### config.mk
export PLATFORM = sky130hd
export DESIGN_NAME = doc_hw_window_monitor
export DESIGN_NICKNAME = d
export VERILOG_FILES = /design/src/rtl/doc_hw_window_monitor.sv
export SDC_FILE = /design/constraint.sdc
export NUM_CORES = 1
export LEC_CHECK = 0
export BUFFER_PORTS_ARGS = -buffer_cell sky130_fd_sc_hd__buf_2
export CAP_MARGIN = 40
export CORE_AREA = 2 2 241 243
export CTS_BUF_LIST = sky130_fd_sc_hd__clkbuf_4
export CTS_CLUSTER_DIAMETER = 80
export DETAILED_ROUTE_END_ITERATION = 10
export DIE_AREA = 0 0 243 245
export HOLD_SLACK_MARGIN = 0.15
export PLACE_DENSITY = 0.49
export RECOVER_POWER = 100
export SKIP_LAST_GASP = 1
export SYNTH_ARGS = -nofsm -noshare
export SYNTH_HDL_FRONTEND = slang
export SYNTH_SLANG_ARGS = --single-unit
### constraint.sdc
create_clock -name clk -period 7.4 [get_ports clk]
set_input_delay 1.48 -clock clk [delete_from_list [all_inputs] [get_ports clk]]
set_output_delay 1.48 -clock clk [all_outputs]
set_load 0.02 [all_outputs]
### src/rtl/doc_hw_window_monitor.sv
// Per-channel signed window monitor with debounce and sticky fault flags.
// Optional missing-sample (stale) detection is built when DOC_HW_STALE_CHECK_EN is defined.
module doc_hw_window_monitor #(
   parameter int unsigned P_NO_CHANNELS      = 9,
   parameter int unsigned P_NO_TEMP_CHANNELS = 5,
   parameter int unsigned P_DATA_W           = 32,
   parameter int unsigned P_CH_W             = 4,
   parameter int          P_MAX_TEMP_HW      = 60,
   parameter int          P_MIN_TEMP_HW      = 0,
   parameter int unsigned P_DEBOUNCE         = 4,
   parameter int unsigned P_TIMEOUT          = 1024
) (
   input  logic                     clk,
   input  logic                     rst_n,
   input  logic                     in_valid,
   input  logic [P_CH_W-1:0]        in_channel,
   input  logic [P_DATA_W-1:0]      in_data,
   input  logic                     cfg_wr,
   input  logic [P_CH_W-1:0]        cfg_ch,
   input  logic                     cfg_sel,
   input  logic [P_DATA_W-1:0]      cfg_data,
   input  logic                     clr,
   input  logic [P_NO_CHANNELS-1:0] clr_mask,
   output logic [P_NO_CHANNELS-1:0] fault,
   output logic [P_NO_CHANNELS-1:0] stale,
   output logic                     fault_any,
   output logic                     err_bad_ch
);

   localparam logic [P_CH_W:0]          LP_NCH      = P_NO_CHANNELS[P_CH_W:0];
   localparam logic signed [P_DATA_W-1:0] LP_TMAX   = P_DATA_W'(P_MAX_TEMP_HW);
   localparam logic signed [P_DATA_W-1:0] LP_TMIN   = P_DATA_W'(P_MIN_TEMP_HW);
   localparam logic signed [P_DATA_W-1:0] LP_MOSTNEG = {1'b1, {(P_DATA_W-1){1'b0}}};
   localparam logic signed [P_DATA_W-1:0] LP_MOSTPOS = {1'b0, {(P_DATA_W-1){1'b1}}};
   localparam logic [7:0]               LP_DEB      = 8'(P_DEBOUNCE);
`ifdef DOC_HW_STALE_CHECK_EN
   localparam int unsigned              LP_TW       = $clog2(P_TIMEOUT + 1);
   localparam logic [LP_TW-1:0]         LP_TMO      = LP_TW'(P_TIMEOUT);
`endif

   logic w_in_ok;
   logic w_cfg_ok;
   logic w_bad;
   logic r_any;
   logic r_err;

   assign w_in_ok  = in_valid & ({1'b0, in_channel} < LP_NCH);
   assign w_cfg_ok = cfg_wr & ({1'b0, cfg_ch} < LP_NCH);
   assign w_bad    = (in_valid & ~w_in_ok) | (cfg_wr & ~w_cfg_ok);

   for (genvar g = 0; g < P_NO_CHANNELS; g++) begin : g_ch
      localparam int unsigned        LP_GI = g;
      localparam logic [P_CH_W-1:0]  LP_G  = LP_GI[P_CH_W-1:0];

      logic signed [P_DATA_W-1:0] w_lo;
      logic signed [P_DATA_W-1:0] w_hi;
      logic                       w_clr;
      logic                       w_sel;
      logic                       w_viol;
      logic [7:0]                 r_cnt;
      logic                       r_fault;

      assign w_clr = clr & clr_mask[g];
      // a cleared channel discards its same-cycle sample
      assign w_sel = w_in_ok & (in_channel == LP_G) & ~w_clr;

      if (LP_GI < P_NO_TEMP_CHANNELS) begin : g_temp
         assign w_lo = LP_TMIN;
         assign w_hi = LP_TMAX;
      end else begin : g_prog
         logic signed [P_DATA_W-1:0] r_lo;
         logic signed [P_DATA_W-1:0] r_hi;
         logic                       w_wr;

         assign w_wr = w_cfg_ok & (cfg_ch == LP_G);

         always_ff @(posedge clk or negedge rst_n) begin
            if (!rst_n) begin
               r_lo <= LP_MOSTNEG;
               r_hi <= LP_MOSTPOS;
            end else if (w_wr) begin
               if (cfg_sel) r_hi <= cfg_data;
               else         r_lo <= cfg_data;
            end
         end

         assign w_lo = r_lo;
         assign w_hi = r_hi;
      end

      assign w_viol = ($signed(in_data) < w_lo) || ($signed(in_data) > w_hi);

      always_ff @(posedge clk or negedge rst_n) begin
         if (!rst_n) begin
            r_cnt   <= '0;
            r_fault <= 1'b0;
         end else if (w_clr) begin
            r_cnt   <= '0;
            r_fault <= 1'b0;
         end else begin
            if (r_cnt == LP_DEB) r_fault <= 1'b1;
            if (w_sel) begin
               if (!w_viol)              r_cnt <= '0;
               else if (r_cnt < LP_DEB)  r_cnt <= r_cnt + 8'd1;
            end
         end
      end

      assign fault[g] = r_fault;

`ifdef DOC_HW_STALE_CHECK_EN
      logic [LP_TW-1:0] r_tmr;
      logic             r_stale;

      always_ff @(posedge clk or negedge rst_n) begin
         if (!rst_n) begin
            r_tmr   <= '0;
            r_stale <= 1'b0;
         end else if (w_clr) begin
            r_tmr   <= '0;
            r_stale <= 1'b0;
         end else if (w_sel) begin
            r_tmr   <= '0;
         end else if (r_tmr == LP_TMO) begin
            r_stale <= 1'b1;
         end else begin
            r_tmr   <= r_tmr + LP_TW'(1);
         end
      end

      assign stale[g] = r_stale;
`else
      assign stale[g] = 1'b0;
`endif
   end

   always_ff @(posedge clk or negedge rst_n) begin
      if (!rst_n) begin
         r_any <= 1'b0;
         r_err <= 1'b0;
      end else begin
         r_any <= |(fault | stale);
         if (w_bad)                  r_err <= 1'b1;
         else if (clr && &clr_mask)  r_err <= 1'b0;
      end
   end

   assign fault_any  = r_any;
   assign err_bad_ch = r_err;

endmodule

### Word-level counts from Yosys, hierarchy flattened

Index checks and enable logic that the tools add are counted.

* equal/unequal tests: 30
* bitwise logic cells: 48
* multiply operators: 0
* order comparisons: 21
* reduce and logical (&&, ||, !) cells: 45
* $add $sub $neg: 9
* mux-type cells: 56
* shift operators: 0
* div/mod/pow operators: 0

Operator list (count)
* $mux W8: 36
* $gt A32 B32 Y1: 4
* $lt A32 B32 Y1: 4
* $add A8 B1 Y8 const B: 9
* $eq A8 B3 Y1 const B: 9
* $lt A8 B3 Y1 const B: 9
* $reduce_bool A2 Y1: 19
* $and A1 B1 Y1: 35
* $reduce_and A2 Y1: 17
* $gt A32 B7 Y1 const B: 1
* $lt A32 B1 Y1 const B: 1
* $eq A4 B3 Y1 const B: 7
* $mux W1: 20
* $ne A3 B2 Y1 const B: 5
* $ne A3 B1 Y1 const B: 4
* $not A1 Y1: 12
* $reduce_and A9 Y1: 1
* $reduce_or A9 Y1: 1
* $eq A4 B2 Y1 const B: 2
* $eq A4 B4 Y1 const B: 2
* $lt A4 B4 Y1 const B: 2
* $logic_or A1 B1 Y1: 5
* $eq A4 B1 Y1 const B: 1
* $logic_not A4 Y1: 1
* other kinds (2): 2

* memories kept: 0
* memory bits (writable): 0
* bits in latches: 0
* output and inout port bits: 20
* bits in read-only memories: 0
* register bits after elaboration: 339

### Logic depth before layout (Yosys ltp)

* depth in word-level cells: 6
* gate-level depth with buffers: 10
* depth with buffers taken out: 10

### Worst setup path before layout

No wires, ideal clock.

* path kind: input port to flip-flop
* start point: input in_data[31]
* end point: register g_ch[7].r_cnt[3]
* stages on the path: 9
* path slack: 3.677 ns
* library setup time: 0.120 ns
* arrival: 3.603 ns
* data required time: 7.280 ns
* path through: ha_1 nand4_1 or3_1 nand3b_4 or4_1 o211a_2 a2111oi_4 nand2b_2 and3_1

* longest elaborated chain between the ends: 5

Ends and longest elaborated chain
* from (decl): line 17 `input logic [P_DATA_W-1:0] in_data,`
* $lt A32 B32 Y1 / $gt A32 B32 Y1 (equally long branches): line 91 `assign w_viol = ($signed(in_data) < w_lo) || ($signed(in_data) > w_hi);`
* $logic_or A1 B1 Y1 (*): line 91
* $mux W8: line 103 `if (!w_viol) r_cnt <= '0;`
* $mux W8: line 102 `if (w_sel) begin`
* $mux W8: line 97 `end else if (w_clr) begin`
* to (signal assigned): line 104 `else if (r_cnt < LP_DEB) r_cnt <= r_cnt + 8'd1;`
* to (decl): line 60 `logic [7:0] r_cnt;`

Mark *: on every way between the ends. The rest lies on a longest branch, timed or not. The select of a mux whose other input is x is not followed.
A chain may end at the register's enable or synchronous reset.

### Worst setup path in the final report

* start point: input in_data[31]
* end point: register g_ch[7].r_cnt[6]

The elaborated chain is that of the path after synthesis.

==> Flow_metrics.wiki <==
{| class="wikitable"
! Metric !! Value
|-
| Sequential-to-total area share from yosys stat || 0.437
|-
| Placed Instances || roughly 2,900
|-
| Residual DRC count || 0
|-
| Top Family by Delay on Critical Path || simple AND/OR/NAND/NOR gates
|-
| Number of inserted filler cells in the final layout || about 5,800
|-
| Number of port buffers || a little under 100
|-
| Placed Area || between 0.02 and 0.025 mm2
|-
| Signed area change from the synthesized netlist to the final layout || 13.2%
|-
| Cell type with the largest total area after synthesis || sky130_fd_sc_hd__dfrtp_1
|-
| Clock slew seen by the registers of the worst setup and hold paths || ~0.060 ns
|-
| Hold Crit Class || flip-flop to flip-flop
|-
| Final Hold Violating Endpoints || 0
|-
| Min Clock Period, post-route || ~4.8 ns
|-
| Hold-fix buffers, CTS || 0
|-
| H-tree depth || 3
|-
| Critical register-to-register path startpoint || g_ch[7].g_prog.r_hi[30]
|-
| Worst VDD drop || between 0.1 and 0.15 mV
|-
| Initial drt markers || between 700 and 800
|-
| Worst Reg2Reg Path Length in Cells || 10
|-
| DR vias/cell || roughly 5
|-
| CP max stage delay || 1.00 ns
|-
| Ordered cell list for the critical path || clkbuf_1 > ha_1 > nand4_1 > or3_1 > nand3b_4 > or4_1 > o211a_2 > a2111oi_0 > nand2b_2 > and3_1
|-
| Fraction of final layout cells with drive strength greater than 1 || 0.214
|-
| Async S/R FF share, synth || 1.00
|-
| Result of the run || complete, but fails checks
|-
| Worst Setup Path Type || input pin to flip-flop
|-
| Worst slew margin relative to its limit || -1.46
|-
| Max Root-Sink Buffers || 3
|-
| Sum of routed wire length over all layers || between 50,000 and 60,000 um
|-
| Worst clock skew || between 0.05 and 0.06 ns
|-
| Total of flip-flops plus latches after synthesis || 339
|-
| First-pass GRT wire length || approximately 89,000 um
|-
| Area enclosed by the die boundary || a little under 0.06 mm2
|-
| Worst Path Required || approximately 8 ns
|-
| Vias in the first global route || 15,500
|-
| Count of cell instances traversed by the critical path || 10
|-
| Net count reported at finish || between 2,000 and 3,000
|-
| Total number of placement rows || just under 90
|-
| Average wire length per cell after detail routing || between 15 and 20 um
|-
| CTS buffer count || slightly below 100
|-
| Cell leakage power || about 11 nW
|-
| Overall die width || 243 um
|-
| Synthesized area || about 0.020 mm2
|-
| Worst endpoint data arrival time || around 5.6 ns
|-
| Share of the clock period used by the worst path || 0.654
|-
| Library cells used by synthesis || 68
|-
| Critical path startpoint category || input pin
|-
| Critical Path Slowest Stage Cell || sky130_fd_sc_hd__a2111oi_0
|-
| Critical path buffer and inverter count || 1
|-
| Worst Hold Path Cells || 1
|-
| GR Util All Layers || 0.193
|-
| Drt pass-1 iters || 5
|-
| Die height || 245 um
|-
| Synthesized netlist cell count || roughly 2,000
|-
| Count of cells resized by post-cts repair || 0
|-
| Number of maximum-capacitance violations || 10
|-
| Most common cell after layout, fill and taps aside || sky130_fd_sc_hd__inv_1
|-
| Design area || 0.0224 mm2
|-
| Gr ovfl total || 0
|-
| I/O Pins || 107
|-
| Clock latency on the worst-skew pair || about 0.9 ns
|-
| Number of routed nets with antenna violations || 0
|-
| Actual transition at the worst max-transition pin || 3.70 ns
|-
| Pin count of the biggest net entering global routing || 146
|-
| Number of synthesized flops with an enable pin || 0
|-
| Biggest area contributors in the synthesized netlist || sky130_fd_sc_hd__dfrtp_1 27%, sky130_fd_sc_hd__ha_1 17%, sky130_fd_sc_hd__dfstp_2 17%
|-
| PD cells || between 200 and 300 mW/mm2
|-
| Post-DP HPWL || just over 40,000 um
|-
| Post-CTS repair timing setup buffer count || 0
|-
| Mean area per synthesized cell || a little under 10 um2
|-
| Max Transition Viols Final || 580
|-
| Syn. warnings || 0
|-
| Dominant register cell in the synthesized netlist || sky130_fd_sc_hd__dfrtp_1
|-
| Highest-count cells in the layout ignoring fill and taps || 274 x sky130_fd_sc_hd__inv_1, 270 x sky130_fd_sc_hd__ha_1, 240 x sky130_fd_sc_hd__nand2_1
|-
| Post-route insts no fill || approximately 3,000
|-
| Number of sinks on the clock net || about 340
|-
| Post-place setup slack || around 2.6 ns
|-
| Root Buffer || sky130_fd_sc_hd__clkbuf_4
|-
| Unrepaired setup endpoints after global routing || false
|-
| Launching instance or port of the critical path || in_data[31]
|-
| Fraction of post-synthesis cell area in the top cell type by area || 0.267
|-
| Routability-driven placement congestion ratio || ~0.84
|-
| Starting utilization of the core area || 0.347
|-
| Number of antenna violations at the first check in global routing || 3
|-
| Fin worst setup slack || ~2.6 ns
|-
| Floorplan core area || around 0.057 mm2
|-
| Timing-limited maximum frequency || between 200 and 250 MHz
|-
| Setup violations, final || 0
|-
| Vias after detailed routing || ~15,000
|-
| Clock tree from TritonCTS || done
|-
| Startpoint of the tightest hold check path || g_ch[5].r_cnt[3]
|-
| Worst Setup End Kind || flip-flop
|-
| Largest driver fanout on the critical path || 9
|-
| Violations in the final reports || max-capacitance violations, max-slew violations
|-
| Final TNS setup || 0 ns
|}
-- Yosys cell counts (5+ instances only) --
| library cell | count |
|---|---|
| sky130_fd_sc_hd__nor2_1 | 71 |
| sky130_fd_sc_hd__mux2_2 | 101 |
| sky130_fd_sc_hd__nor4_1 | 19 |
| sky130_fd_sc_hd__dfstp_2 | 128 |
| sky130_fd_sc_hd__or3_1 | 5 |
| sky130_fd_sc_hd__nor2b_1 | 11 |
| sky130_fd_sc_hd__o211ai_1 | 9 |
| sky130_fd_sc_hd__a22oi_1 | 5 |
| sky130_fd_sc_hd__nand2b_1 | 12 |
| sky130_fd_sc_hd__and4_1 | 10 |
| sky130_fd_sc_hd__clkbuf_1 | 42 |
| sky130_fd_sc_hd__nand3_1 | 25 |
| sky130_fd_sc_hd__inv_1 | 274 |
| sky130_fd_sc_hd__buf_4 | 18 |
| sky130_fd_sc_hd__or4_1 | 10 |
| sky130_fd_sc_hd__a21oi_1 | 119 |
| sky130_fd_sc_hd__nand4_1 | 45 |
| sky130_fd_sc_hd__nand2_1 | 240 |
| sky130_fd_sc_hd__a21boi_0 | 5 |
| sky130_fd_sc_hd__and3_1 | 26 |
| sky130_fd_sc_hd__a221oi_1 | 10 |
| sky130_fd_sc_hd__nor3_1 | 29 |
| sky130_fd_sc_hd__and2_1 | 15 |
| sky130_fd_sc_hd__nor3b_1 | 7 |
| sky130_fd_sc_hd__a21o_1 | 38 |
| sky130_fd_sc_hd__dfrtp_1 | 211 |
| sky130_fd_sc_hd__a31oi_1 | 26 |
| sky130_fd_sc_hd__ha_1 | 270 |
| sky130_fd_sc_hd__o21ai_0 | 190 |
-- layer usage --
layer / vias to the layer above / part of all wire / GRT usage
li1: 7451 / - / -
met1: 7315 / 0.47 / 0.257
met2: 230 / 0.47 / 0.316
met3: 104 / 0.035 / 0.0371
met4: 0 / 0.024 / 0.0619
met5: - / 0 / 0
-- cells by family (layout without fill, tap and decap cells) --
kind of cell / Yosys count / count (layout) / share of synthesized area
AOI/OAI and AO/OA: 445 / 445 / 0.133
adders and majority gates: 270 / 270 / 0.171
and+or+nand+nor: 537 / 537 / 0.132
buffers and inverters: 338 / 567 / 0.0676
muxes: 104 / 104 / 0.0590
xor gates and xnor gates: 1 / 1 / 0.000443
other: 1 / 17 / 0.000190
DFF: 339 / 339 / 0.437
-- layout make-up --
class | count | area (um2) | area share
Clock buffer | 159 | 1190 | 0.0533
Inverter | 274 | 1030 | 0.0459
Timing Repair Buffer | 113 | 567 | 0.0253
Clock inverter | 21 | 193 | 0.00861
Antenna cell | 8 | 20.0 | 0.000894
Tap cell | 765 | 957 | 0.0428
Multi-Input combinational cell | 1366 | 9780 | 0.437
Sequential cell | 339 | 8640 | 0.386
-- report_power, final --
group	internal, mW	switching (mW)
Sequential	2.27	0.103
Clock	1.10	0.858
Combinational	0.555	0.831
-- stage by stage --
step | util | hold WS [ns] | total power [mW]
after global routing | 0.393 | 0.508 | 6.17
after detailed placement | 0.371 | 0.463 | 3.81
final | 0.393 | 0.483 | 5.72
after CTS | 0.395 | 0.482 | 5.84
after global placement | 0.370 | 0.462 | 3.76
after floorplan | - | 0.444 | 3.31
-- worst paths after layout --
check                                               end  slack, ns
min in group asynchronous       g_ch[7].g_prog.r_lo[16]       0.63
worst min-delay path                   g_ch[5].r_cnt[3]       0.48
worst max register to register         g_ch[7].r_cnt[6]       3.32
max in group asynchronous        g_ch[5].g_prog.r_lo[5]       2.72
worst min register to register         g_ch[5].r_cnt[3]       0.48
worst max-delay path                   g_ch[7].r_cnt[6]       2.56
-- state kept, by name, indices dropped and copies added, names as in the netlist --
name              flops
err_bad_ch            1
fault_any             1
g_ch.g_prog.r_hi    128
g_ch.g_prog.r_lo    128
g_ch.r_cnt           72
g_ch.r_fault          9
Power figures use the tool's default switching activity.
